[config.mk]
export PLATFORM = sky130hd
export DESIGN_NAME = alu_cmd_issuer
export DESIGN_NICKNAME = d
export VERILOG_FILES = /design/src/rtl/alu_cmd_issuer.sv
export SDC_FILE = /design/constraint.sdc
export NUM_CORES = 1
export LEC_CHECK = 0
export CAP_MARGIN = 10
export CORE_UTILIZATION = 30
export CTS_BUF_LIST = sky130_fd_sc_hd__clkbuf_16
export DETAILED_ROUTE_END_ITERATION = 7
export PLACE_DENSITY_LB_ADDON = 0.08
export SKIP_LAST_GASP = 1
export SLEW_MARGIN = 20
export SYNTH_ARGS = -nofsm -noshare
export SYNTH_HDL_FRONTEND = slang
export SYNTH_SLANG_ARGS = --single-unit
[constraint.sdc]
create_clock -name clk -period 4.56 [get_ports clk]
set_clock_uncertainty 0.2 [all_clocks]
set_input_delay 0.912 -clock clk [delete_from_list [all_inputs] [get_ports clk]]
set_output_delay 0.912 -clock clk [all_outputs]
set_load 0.1 [all_outputs]
[src/rtl/alu_cmd_issuer.sv]
`default_nettype none
// ============================================================================
// Module      : alu_cmd_issuer
// Description : Sequential front end for a combinational 64-bit ALU. Buffers
//               tagged commands in a FIFO, issues them to the ALU, waits the
//               settle time (longer for MUL), captures result/carry and
//               returns an in-order tagged response over valid/ready.
// Revision    : 1.0 - initial release
// ============================================================================
module alu_cmd_issuer #(
  parameter int WIDTH      = 64,
  parameter int FIFO_DEPTH = 4,
  parameter int MUL_WAIT   = 2,
  parameter int TAG_W      = 4
) (
  input  logic             clk,
  input  logic             rst_n,
  // command interface
  input  logic             cmd_valid,
  output logic             cmd_ready,
  input  logic [3:0]       cmd_opcode,
  input  logic [WIDTH-1:0] cmd_a,
  input  logic [WIDTH-1:0] cmd_b,
  input  logic [4:0]       cmd_shift,
  input  logic [TAG_W-1:0] cmd_tag,
  // ALU interface
  output logic [3:0]       alu_opcode,
  output logic [WIDTH-1:0] alu_input1,
  output logic [WIDTH-1:0] alu_input2,
  output logic [4:0]       alu_shift,
  input  logic [WIDTH-1:0] alu_result,
  input  logic             alu_carry,
  // response interface
  output logic             rsp_valid,
  input  logic             rsp_ready,
  output logic [WIDTH-1:0] rsp_result,
  output logic             rsp_carry,
  output logic [TAG_W-1:0] rsp_tag,
  output logic             rsp_err,
  // status
  output logic             busy,
  output logic [15:0]      op_count
);

  localparam int AW = (FIFO_DEPTH > 1) ? $clog2(FIFO_DEPTH) : 1;
  localparam int CW = AW + 1;
  localparam int WW = (MUL_WAIT > 0) ? $clog2(MUL_WAIT + 1) : 1;

  localparam logic [3:0] OP_ADD  = 4'd0;
  localparam logic [3:0] OP_SUB  = 4'd1;
  localparam logic [3:0] OP_MUL  = 4'd7;
  localparam logic [3:0] OP_LAST = 4'd10;

  typedef enum logic [1:0] {
    S_IDLE = 2'd0,
    S_EXEC = 2'd1,
    S_RESP = 2'd2
  } state_t;

  typedef struct packed {
    logic [3:0]       opcode;
    logic [WIDTH-1:0] a;
    logic [WIDTH-1:0] b;
    logic [4:0]       shift;
    logic [TAG_W-1:0] tag;
  } cmd_t;

  // FIFO state
  cmd_t          mem [FIFO_DEPTH];
  logic [AW-1:0] wr_ptr;
  logic [AW-1:0] rd_ptr;
  logic [CW-1:0] count;
  logic          full;
  logic          empty;
  logic          push;
  logic          pop;
  cmd_t          head;
  logic          head_legal;

  // FSM and issue registers
  state_t           state_q;
  state_t           state_d;
  logic [WW-1:0]    wait_cnt;
  logic [3:0]       issue_opcode;
  logic [WIDTH-1:0] issue_a;
  logic [WIDTH-1:0] issue_b;
  logic [4:0]       issue_shift;
  logic [TAG_W-1:0] issue_tag;

  assign full       = (count == CW'(FIFO_DEPTH));
  assign empty      = (count == '0);
  // Ready depends on full only, so a same-cycle pop never frees a slot early.
  assign cmd_ready  = !full;
  assign push       = cmd_valid && !full;
  assign head       = mem[rd_ptr];
  assign head_legal = (head.opcode <= OP_LAST);

  // FIFO storage; flushing is done through the pointers, so no reset needed.
  always_ff @(posedge clk) begin
    if (push) begin
      mem[wr_ptr] <= '{opcode: cmd_opcode, a: cmd_a, b: cmd_b,
                       shift: cmd_shift, tag: cmd_tag};
    end
  end

  // FIFO pointers and occupancy; pointers wrap naturally at FIFO_DEPTH.
  always_ff @(posedge clk or negedge rst_n) begin
    if (!rst_n) begin
      wr_ptr <= '0;
      rd_ptr <= '0;
      count  <= '0;
    end else begin
      if (push) wr_ptr <= wr_ptr + AW'(1);
      if (pop)  rd_ptr <= rd_ptr + AW'(1);
      if (push && !pop)      count <= count + CW'(1);
      else if (pop && !push) count <= count - CW'(1);
    end
  end

  // State register.
  always_ff @(posedge clk or negedge rst_n) begin
    if (!rst_n) state_q <= S_IDLE;
    else        state_q <= state_d;
  end

  // Next-state and pop decision; RESP pops directly to skip the IDLE cycle.
  always_comb begin
    state_d = state_q;
    pop     = 1'b0;
    case (state_q)
      S_IDLE: begin
        if (!empty) begin
          pop     = 1'b1;
          state_d = head_legal ? S_EXEC : S_RESP;
        end
      end
      S_EXEC: begin
        if (wait_cnt == '0) state_d = S_RESP;
      end
      S_RESP: begin
        if (rsp_ready) begin
          if (!empty) begin
            pop     = 1'b1;
            state_d = head_legal ? S_EXEC : S_RESP;
          end else begin
            state_d = S_IDLE;
          end
        end
      end
      default: state_d = S_IDLE;
    endcase
  end

  // Issue registers, settle counter and response capture.
  always_ff @(posedge clk or negedge rst_n) begin
    if (!rst_n) begin
      issue_opcode <= '0;
      issue_a      <= '0;
      issue_b      <= '0;
      issue_shift  <= '0;
      issue_tag    <= '0;
      wait_cnt     <= '0;
      rsp_result   <= '0;
      rsp_carry    <= 1'b0;
      rsp_err      <= 1'b0;
    end else if (pop) begin
      issue_opcode <= head.opcode;
      issue_a      <= head.a;
      issue_b      <= head.b;
      issue_shift  <= head.shift;
      issue_tag    <= head.tag;
      wait_cnt     <= (head.opcode == OP_MUL) ? WW'(MUL_WAIT) : '0;
      if (!head_legal) begin
        // Illegal opcodes never touch the ALU and answer immediately.
        rsp_result <= '0;
        rsp_carry  <= 1'b0;
        rsp_err    <= 1'b1;
      end
    end else if (state_q == S_EXEC) begin
      if (wait_cnt != '0) begin
        wait_cnt <= wait_cnt - WW'(1);
      end else begin
        rsp_result <= alu_result;
        rsp_carry  <= ((issue_opcode == OP_ADD) || (issue_opcode == OP_SUB)) ? alu_carry : 1'b0;
        rsp_err    <= 1'b0;
      end
    end
  end

  // Completed-response counter, wraps at 16 bits.
  always_ff @(posedge clk or negedge rst_n) begin
    if (!rst_n)                           op_count <= '0;
    else if (state_q == S_RESP && rsp_ready) op_count <= op_count + 16'd1;
  end

  assign alu_opcode = issue_opcode;
  assign alu_input1 = issue_a;
  assign alu_input2 = issue_b;
  assign alu_shift  = issue_shift;
  assign rsp_tag    = issue_tag;
  assign rsp_valid  = (state_q == S_RESP);
  assign busy       = !empty || (state_q != S_IDLE);

endmodule
`default_nettype wire
* Word-level counts from Yosys, hierarchy flattened
Memories as Yosys holds them, arrays and structs flattened.
Index checks and enable logic that the tools add are counted.
** Operators by class
- $lt $le $gt $ge :: 1
- Eq/ne operators :: 10
- Mux-type cells :: 30
- Reductions and logical operators :: 22
- Add/subtract/negate cells :: 6
** Operators with widths (number)
- $mux W64 :: 4
- $mux W2 :: 9
- $add A16 B1 Y16 const B :: 1
- $mux W1 :: 13
- $reduce_bool A2 Y1 :: 5
- $ne A2 B2 Y1 const B :: 4
- $mux W3 :: 2
- $pmux W2 S3 :: 1
- $reduce_and A3 Y1 :: 2
- $add A2 B1 Y2 const B :: 2
- $eq A4 B1 Y1 const B :: 1
- $eq A4 B3 Y1 const B :: 1
- $le A4 B4 Y1 const B :: 1
- $logic_and A1 B1 Y1 :: 4
- $logic_not A1 Y1 :: 4
- $logic_not A2 Y1 :: 2
- $logic_not A4 Y1 :: 1
- $add A3 B1 Y3 const B :: 1
- $eq A3 B3 Y1 const B :: 1
- $logic_not A3 Y1 :: 1
- $sub A3 B1 Y3 const B :: 1
- $eq A2 B1 Y1 const B :: 1
- $eq A2 B2 Y1 const B :: 1
- $logic_or A1 B1 Y1 :: 2
- 4 further kinds :: 4
** Storage, ports and cells
- Bits in writable memories :: 564
- Flip-flop bits (word level) :: 234
- Word-level logic and storage cells :: 84
- Output and inout port bits :: 226
- Memories kept :: 1
- Input bits :: 210
** Memories
- mem :: depth 4, width 141, rd ports 1, clocked after Yosys merged registers in 0, write ports 1, line 69 : cmd_t mem [FIFO_DEPTH];

* Logic depth before layout (Yosys ltp)
Gate-level depths: netlist (run 1).
- Word-level depth :: 7
- Gate-level depth with buffers :: 11
- Mapped depth without buffers :: 9

* Least setup slack after synthesis (run 1)
OpenSTA, ideal clock, no wires.
- Path type :: flip-flop to flip-flop
- Start :: reg count[0]
- End :: mem mem[1][0] (netlist name), enable pin
- Library setup time :: 0.519 ns
- Arrival :: 4.587 ns
- Path buffers :: 0
- Period minus slack after synthesis :: 5.306 ns
- Cell stages (with the launch flop) :: 4
- Setup slack :: -0.746 ns
- Data required time :: 3.841 ns
- Path through :: dfrtp_1 > nor2_1 > nand2_1 > and3_1
** Between the ends
- Longest elaborated chain between the ends :: 5
** RTL lines
- start, declared :: line 72 : logic [CW-1:0] count;
- start signal, assigned :: line 115 : if (push && !pop) count <= count + CW'(1);
- start signal, assigned :: line 116 : else if (pop && !push) count <= count - CW'(1);
- $eq A3 B3 Y1 :: line 90 : assign full = (count == CW'(FIFO_DEPTH));
- $logic_not A1 Y1
- net cmd_ready :: line 20 : output logic cmd_ready,
- $logic_and A1 B1 Y1 :: line 94 : assign push = cmd_valid && !full;
- $mux W1 :: line 100 : if (push) begin
- $mux W1 (implied by the code) :: line 101 : mem[wr_ptr] <= '{opcode: cmd_opcode, a: cmd_a, b: cmd_b,
- end, declared :: line 69
The timed path passes the listed nets, and every way through them passes these cells.

* Worst setup path in the final report (run 1)
- Start :: reg count[0]
- End :: out busy
** Between the ends
- Longest elaborated chain between the ends :: 3
** RTL lines
- $logic_not A3 Y1 :: line 91 : assign empty = (count == '0);
- $logic_not A1 Y1 :: line 202 : assign busy = !empty || (state_q != S_IDLE);
- $logic_or A1 B1 Y1 :: line 202
- end, declared :: line 41 : output logic busy,
No other way between the ends.

==> results.py, run 1 <==
metrics = {
    "place": {
        "place_congestion": 0.758,
        "portBuffers": 435,
        "dp.final_hpwl_mm": 44.8,
        "place_area_um2": 35600,
    },
    "layout": {
        "fillers": 8985,
        "final_nets": 2425,
        "drive_gt1_share_pct": 15.2,
        "fin_area_um2": 38400,
        "area_growth_pct": 29.6,
        "fin_util_pct": 39.5,
    },
    "critical_path": {
        "cp_max_fo": 4,
        "arrival_ps": 2910,
        "end_kind": "output port",
        "critPathLaunchType": "flip-flop",
        "path_class": "flip-flop to output port",
        "worstPathRequired_ps": 3450,
    },
    "sta": {
        "slew_headroom_pct": 22.2,
        "worstMarginPinSlew_ps": 1160,
        "slew_violations": 0,
        "fin_crit_sh_pct": 88.3,
        "tns_ps": 0,
        "rsz0062_at_grt": "no",
        "period_needed_ps": 4030,
        "setup_viol": 0,
        "fmax_mhz": 248,
        "hold_viol_final": 0,
    },
    "synth": {
        "synth_warnings": 0,
        "synth_seq_cells": 798,
        "syn_area_per_cell_um2": 17.1,
        "synthTopCellsByArea": "edfxtp_1 (57%), dfrtp_1 (20%), mux4_2 (11%)",
        "syn_nets": 1955,
        "ys_seq_area_share_pct": 77.0,
        "netlist.area_leader.share_pct": 57.2,
        "yosys.area.top_type": "edfxtp_1",
        "ys_types": 37,
        "synth_cells": 1737,
        "syn_area_um2": 29600,
        "synth_edf_count": 564,
        "synth-main-ff-cell": "edfxtp_1",
        "ys_async_sr_fraction_pct": 29.3,
    },
    "status": {
        "status": "finished, final reports clean",
    },
    "detailed_routing": {
        "antenna_left": 0,
        "viasPerCell": 4.55,
        "wire_per_inst_um": 22.0,
        "drc": 0,
        "routed_wirelength_mm": 78.3,
        "drt_iter0_markers": 893,
        "drt_first_pass_iters": 4,
        "vias": 16200,
    },
    "floorplanning": {
        "std_cell_rows": 114,
        "fp.dieH_um": 316,
        "pin_count": 436,
        "die_x_um": 316,
        "die_area_um2": 100000,
        "initial_core_util_pct": 30.4,
        "core_um2": 97300,
    },
    "clocking": {
        "clkSlewWorstSetupHoldPaths_ps": 60,
        "cts_buffers": 92,
        "clockRootBuffer": "clkbuf_16",
        "cts-resized-gates": 0,
        "cts.sinks": 798,
        "htreeDepth": 3,
        "clk-insertion-delay-late_ps": 650,
        "post_cts_buffers": 0,
        "clockBufferDepth": 3,
        "cts_tree": "built",
        "ctsHoldBuffers": 0,
    },
    "global_routing": {
        "antenna_found_initial": 12,
        "grt_pass1_wl_mm": 115,
        "grt_pass1_vias": 17700,
        "grt_overflow_total": 0,
        "gr-usage-all-layers_pct": 15.6,
        "grt_max_degree": 145,
    },
    "job": {
        "cap_violations": 0,
    },
    "worst_hold_path": {
        "hp-class": "input pin to asynchronous set/reset pin",
    },
}
[worst paths after layout]
check	start	endpoint	slack, ps	cells past startpoint
min reg2reg	op_count[15]$_DFFE_PN0P_	op_count[15]$_DFFE_PN0P_	270	1
min in group clk	op_count[15]$_DFFE_PN0P_	op_count[15]$_DFFE_PN0P_	270	1
min	rst_n	alu_input1[60]$_DFFE_PN0P_	10	1
max in group asynchronous	rst_n	alu_input2[43]$_DFFE_PN0P_	3270	2
max	count[0]$_DFFE_PN0P_	busy	530	3
max reg2reg	rd_ptr[0]$_DFFE_PN0P_	rsp_result[0]$_DFFE_PN0P_	1920	5
[per-layer routing]
metal / vias to the layer above / part of all wire, % / GRT usage, %
li1: 7324 / - / -
met1: 8361 / 42 / 19.3
met2: 391 / 50 / 26.9
met3: 115 / 6.3 / 4.00
met4: 18 / 1.9 / 4.67
met5: - / 0.16 / 0
[cells in the mapped netlist, drive strengths merged (3+ instances only)]
master / number
xnor2: 15
clkbuf: 36
ha: 7
mux2: 3
inv: 7
nor2: 7
nand2: 562
xor2: 7
a21oi: 66
dfrtp: 234
nand4: 4
edfxtp: 564
buf: 48
mux4: 141
and3: 6
nand3: 6
[worst max-delay path, stage by stage, from the launching register on]
cell and delay [ps]:
dfrtp_1 420, or3_1 490, or3_1 350, clkdlybuf4s50_1 1000
[sequential cells by signal (all words and copies together), names as in the netlist]
signal      count
rsp_carry       1
alu_opcode      4
rsp_result     64
alu_input2     64
op_count       16
wr_ptr          2
alu_input1     64
count           3
rd_ptr          2
state_q         2
rsp_err         1
mem           564
alu_shift       5
wait_cnt        2
rsp_tag         4
[per-stage QoR]
stage               instances  setup slack (ps)  hold slack (ps)
floorplan                1737               849              255
global placement         3389              1200              257
detailed placement       3389              1220              261
CTS                      3558               493             8.43
global route             3561               443             28.2
finish                   3561               533             14.9
[layout make-up]
cell class | count | area (um2) | area share [%]
inverters | 7 | 31.3 | 0.0815
diodes | 3 | 7.51 | 0.0196
flip-flops and latches | 798 | 22800 | 59.4
well taps | 1276 | 1600 | 4.16
multi-input cells | 848 | 6420 | 16.7
clock buffers | 94 | 2350 | 6.13
repair buffers | 460 | 4720 | 12.3
clock inverters | 75 | 459 | 1.20
[layout by cell type (no fill, tap or decap), types with 2 or more instances in the layout]
master / n
clkinv_2: 17
nand2b_1: 2
a21oi_1: 25
dfrtp_4: 2
a21o_1: 2
mux4_2: 141
nand4b_1: 2
buf_4: 10
clkdlybuf4s50_1: 431
nand4_1: 4
nor3_1: 2
xnor2_1: 15
nand3b_1: 2
a21oi_2: 41
diode_2: 3
ha_1: 7
edfxtp_1: 564
inv_1: 27
nor4_1: 2
bufinv_16: 4
xor2_1: 7
clkinv_1: 25
nor2_1: 6
nand3_1: 6
or3_1: 2
clkinvlp_4: 3
buf_2: 2
mux2_2: 3
nand2_1: 562
buf_12: 15
dfrtp_1: 232
inv_6: 4
and3_4: 5
clkbuf_16: 94
clkinv_8: 2
[kinds of logic after synthesis]
kind of cell             share of synthesized area, %
AO/OA/AOI/OAI                                    1.76
buffers and inverters                            1.50
adder cells (fa/ha/maj)                         0.363
multiplexers                                     10.8
flip-flops                                       77.0
AND/OR/NAND/NOR                                  7.94
XOR/XNOR                                        0.651
Power of run 1 is left out: the tool's default activity adds up to more than one toggle a clock period on the data nets, which glitch-free logic cannot reach.
==> run 2: changes to the inputs <==
CORE_UTILIZATION = 26   (was 30)
==> results.py, run 2 (synthesized netlist as in run 1, its figures left out) <==
metrics = {
    "status": {
        "status": "finished, final reports clean",
    },
    "clocking": {
        "ctsHoldBuffers": 0,
        "post_cts_buffers": 0,
        "htreeDepth": 3,
        "clockRootBuffer": "clkbuf_16",
        "cts_buffers": 93,
        "cts-resized-gates": 0,
        "cts_tree": "built",
        "clockBufferDepth": 3,
        "clkSlewWorstSetupHoldPaths_ps": 60,
        "cts.sinks": 798,
        "clk-insertion-delay-late_ps": 660,
    },
    "critical_path": {
        "critPathLaunchType": "flip-flop",
        "arrival_ps": 2870,
        "r2r_slack_ps": 1720,
        "cp_max_fo": 4,
        "cpPeakStageDelay_ps": 1000,
        "rr_startpoint": "rd_ptr[0]$_DFFE_PN0P_",
        "path_cells": "or3_1 > or3_1 > clkdlybuf4s50_1",
        "worstPathRequired_ps": 3450,
        "path_class": "flip-flop to output port",
        "slowest_stage": "clkdlybuf4s50_1",
        "r2r-end": "rsp_result[21]$_DFFE_PN0P_",
        "reg2regPathDepth": 5,
        "end_kind": "output port",
        "cpMostUsedCell": "or3_1",
    },
    "detailed_routing": {
        "wire_per_inst_um": 21.5,
        "antenna_left": 0,
        "drt_first_pass_iters": 4,
        "vias": 16300,
        "drc": 0,
        "drt_iter0_markers": 673,
        "routed_wirelength_mm": 82.0,
        "viasPerCell": 4.28,
    },
    "global_routing": {
        "grt_pass1_vias": 17700,
        "grt_max_degree": 145,
        "grt_overflow_total": 0,
        "grt_use_met3_pct": 4.57,
        "antenna_found_initial": 21,
        "top_usage_layer": "met2",
        "use_met1_pct": 18.3,
        "gr-usage-all-layers_pct": 14.3,
        "grt_pass1_wl_mm": 122,
        "grtUsageMet2_pct": 23.3,
    },
    "layout": {
        "largest_register_ffs": 564,
        "area_growth_pct": 31.8,
        "final_nets": 2444,
        "top_register": "mem",
        "final_cell_count_no_fill": 3807,
        "fillers": 10900,
        "insertedDiodeCount": 0,
        "drive_gt1_share_pct": 16.4,
        "mostFrequentLayoutCells": "edfxtp_1 (564), nand2_1 (562), clkdlybuf4s50_1 (431), dfrtp_1 (232), mux4_2 (141)",
        "layout_commonest_cell": "edfxtp_1",
    },
    "place": {
        "place_congestion": 0.748,
        "portBuffers": 435,
        "dp.final_hpwl_mm": 48.4,
        "dp.cells": 3631,
        "post-place-ws_ps": 1010,
    },
    "floorplanning": {
        "die_area_um2": 115000,
        "initial_core_util_pct": 26.3,
        "pin_count": 436,
        "die_x_um": 340,
        "std_cell_rows": 123,
        "core_um2": 113000,
        "fp.dieH_um": 340,
    },
    "sta": {
        "rsz0062_at_grt": "no",
        "fin_crit_sh_pct": 87.3,
        "tns_ps": 0,
        "hold_viol_final": 0,
        "slew_headroom_pct": 22.4,
        "setup_viol": 0,
        "worstMarginPinSlew_ps": 1160,
        "period_needed_ps": 3980,
        "fmax_mhz": 251,
        "layout_setup_ws_ps": 580,
        "slew_violations": 0,
        "timing.hold.ws_ps": 78.0,
    },
    "worst_hold_path": {
        "hp-class": "input pin to asynchronous set/reset pin",
    },
    "job": {
        "cap_violations": 0,
    },
}
run 2: cell types whose count changed in the layout (fill, tap and decap cells not counted), moves of 2 or more:
cell / delta
buf_4: +19
clkinv_1: -7
bufinv_16: +5
diode_2: -3
inv_6: +3
inv_2: +2
run 2: layer usage:
metal	vias to the layer above	share of wire, %
met3	138	7.0
met2	419	47
met1	8331	44
met5	-	0.27
met4	36	1.8
li1	7358	-
run 2: how the worst max path moves through the flow:
stage	start	to	slack (ps)	depth (start not counted)
final	count[0]$_DFFE_PN0P_	busy	580	3
after global routing	count[0]$_DFFE_PN0P_	busy	440	3
after CTS	count[0]$_DFFE_PN0P_	busy	490	3
after detailed placement	rsp_ready	alu_input2[10]$_DFFE_PN0P_	1010	6
after global placement	rsp_ready	alu_input2[7]$_DFFE_PN0P_	1070	6
after floorplan	count[0]$_DFFE_PN0P_	mem[1][0]$_DFFE_PP_	850	3
run 2: area by class of cell:
class / count / area (um2) / area share [%]
tap: 1500 / 1880 / 4.81
sequential: 798 / 22800 / 58.4
inverter: 7 / 31.3 / 0.0801
timing repair buffer: 478 / 4870 / 12.5
clock inverter: 81 / 661 / 1.69
multi-input combinational: 848 / 6420 / 16.4
clock buffer: 95 / 2380 / 6.09
run 2: through the flow:
step / cell area, um2 / utilization [%]
6_report: 39000 / 34.7
5_1_grt: 39000 / 34.7
4_1_cts: 39000 / 34.7
3_5_place_dp: 36000 / 32.0
3_3_place_gp: 36000 / 32.0
2_1_floorplan: 29600 / -
run 2: critical path: cells and delay by family (launching register included):
kind,cells,cell delay (ps)
buffers and inverters,1,1000
and+or+nand+nor,2,790
DFF,1,430
Power of run 2 is left out for the same reason.
==> run 3: changes to the inputs <==
SETUP_SLACK_MARGIN = 0.02   (was default)
==> results of run 3 <==
Same layout as run 2: the final DEF is identical, and so are final timing and power.
Power of run 3 is left out for the same reason.
==> patch (settings of run 3) <==
Set the parameter `TAG_W` to 3 (it was 4).
--- a/src/rtl/alu_cmd_issuer.sv
+++ b/src/rtl/alu_cmd_issuer.sv
@@ -11,7 +11,7 @@
   parameter int WIDTH      = 64,
   parameter int FIFO_DEPTH = 4,
   parameter int MUL_WAIT   = 2,
-  parameter int TAG_W      = 4
+  parameter int TAG_W      = 3
 ) (
   input  logic             clk,
   input  logic             rst_n,
Ports: changed (resized cmd_tag and rsp_tag); port bits go from 436 to 434. The function was not compared with the original's and may differ.
==> patch against run 3 <==
Synthesized cell count is 0.52% lower; count of clock-buffer cells in the layout is 1 lower; register-to-register slack worse by 70 ps; hold slack worse by 51 ps; sequential cell count is 5 lower; routed wire length is 0.71% lower; via count is 0.42% lower; setup slack worse by 4.7 ps; die area is 0.59% lower; area after synthesis is 0.59% lower; final area is 0.93% lower.
Power is not shown: default switching activity piles up to over one toggle a cycle in this logic, so the estimate is an artifact.
==> patch: results (changes against run 3) <==
metric	value	unit	change
DP Wirelength	46710	µm	-3.6%
CTS Buf Count	94		+1.1%
Commonest cells post-synth	edfxtp_1 (560), nand2_1 (560), dfrtp_1 (233)		
via/cell ratio	4.279		about the same
launching point of the worst reg2reg path	rd_ptr[0]		
Worst-Skew Late Latency	660	ps	about the same
crit-path max cell delay	1010	ps	
syn_nets	1945		-0.51%
sequential fraction of the synthesis area	76.92	%	about the same
Port-buffer cells	433		-0.46%
Slowest-stage cell, CP	clkdlybuf4s50_1		
Reg-to-Reg End	rsp_result[21]		
post-cts sizing count	0		unchanged
Worst-Margin Slew	1148	ps	-12.52 ps
router iterations before antenna repair	4		unchanged
family with the most delay on the worst path	buffers and inverters		
clk slew on worst S/H paths	50	ps	
Hold WC Path Type	in -> async		
final-stage net count	2423		-0.86%
CTS Root Cell	clkbuf_16		
antenna violations before repair	20		-4.8%
reg2reg path depth	5		unchanged
Biggest register	mem		
dominant cells by area after synthesis	edfxtp_1 (57%), dfrtp_1 (20%), mux4_2 (11%), nand2_1 (7.1%), a21oi_2 (1.2%)		
layout cell share with drive strength beyond 1	15.78	%	-0.60 points
initial drt markers	750		+11%
first-pass GRT wire length	121300	µm	-0.34%
GR Util All Layers	14.30	%	about the same
H-tree Lvls	3		unchanged
pin count of the biggest net entering global routing	144		-0.69%
Post-synth EDFFs	560		-0.71%
Cell variety after synth	37		unchanged
Routed wire per std cell	21.49	µm	-0.24%
Placer Congestion	0.7464		-0.24%
post-CTS repair timing setup buffer count	0		unchanged
CTS Buffer Depth	3		unchanged
Largest register FFs	560		-0.71%
Ys Warns	0		unchanged
Reg2Reg Setup Slack	1650	ps	-70 ps
Primary FF master, synth	edfxtp_1		
Synth async-reset ratio	29.38	%	+0.059 points
vias in the first global route	17800		+0.56%
status	finished clean		
worst-path maximum fanout	4		unchanged
-- patch: changes by cell type after synthesis, sizes merged --
| cell | run 3 | this run |
|---|---|---|
| clkbuf | 36 | 34 |
| buf | 48 | 50 |
| edfxtp | 564 | 560 |
| nand4 | 4 | 3 |
| nand3b | 2 | 1 |
| nand2 | 562 | 560 |
| dfrtp | 234 | 233 |
| mux4 | 141 | 140 |
| xnor2 | 15 | 14 |
| and3 | 6 | 7 |
| xor2 | 7 | 8 |
-- patch: worst max path at each step --
stage | start | end | slack [ps]
after global placement | rsp_ready | rd_ptr[1] | 1260
final | count[0] | busy | 580
after CTS | count[0] | busy | 500
after detailed placement | rsp_ready | rd_ptr[1] | 1220
after floorplan | count[0] | mem[1][0] | 860
after global routing | count[0] | busy | 460
-- patch: cells by family (layout without fill, tap and decap cells) --
kind of cell	after synthesis	in the layout	synth area share, %
AO/OA/AOI/OAI	71	71	1.768
adder cells (fa/ha/maj)	8	8	0.3654
AND/OR/NAND/NOR	600	600	7.934
flip-flops	793	793	76.92
XOR/XNOR	22	22	0.6544
buffers and inverters	91	650	1.538
multiplexers	143	143	10.82
other	0	2	0
-- patch: routing by layer --
layer | GRT usage, % | share of wire [%] | wire length, µm | vias to the layer above
met1 | 17.93 | 43 | 35170 | 8331
met4 | 4.025 | 2.5 | 2033 | 36
met3 | 5.103 | 6.9 | 5654 | 152
met2 | 23.19 | 47 | 38330 | 395
li1 | - | - | - | 7300
met5 | 0 | 0.28 | 232 | -
-- patch: worst register-to-register path, cell delays in order (launching register included) --
cell and delay (ps):
dfrtp_4 880, mux4_2 430, nand4_1 190, nor2_4 470, buf_4 490, a21oi_1 110
-- patch: layout make-up --
cell class	count	area [µm²]
multi-input combinational	844	6381
clock inverter	83	598.1
timing repair buffer	466	4775
inverter	7	31.28
clock buffer	94	2352
tap	1500	1877
sequential	793	22650
antenna	2	5.005
fill	10870	73670
-- patch: stage by stage --
stage	std cells	hold WS (ps)	area, µm²	utilization, %	setup slack (ps)
2_1_floorplan	1728	254.7	29450	-	860.6
3_3_place_gp	3610	256.9	35740	31.81	1264
3_5_place_dp	3610	257.9	35730	31.80	1222
4_1_cts	3787	8.081	38680	34.43	498.7
5_1_grt	3787	41.69	38670	34.42	464.0
6_report	3789	27.44	38670	34.42	575.8
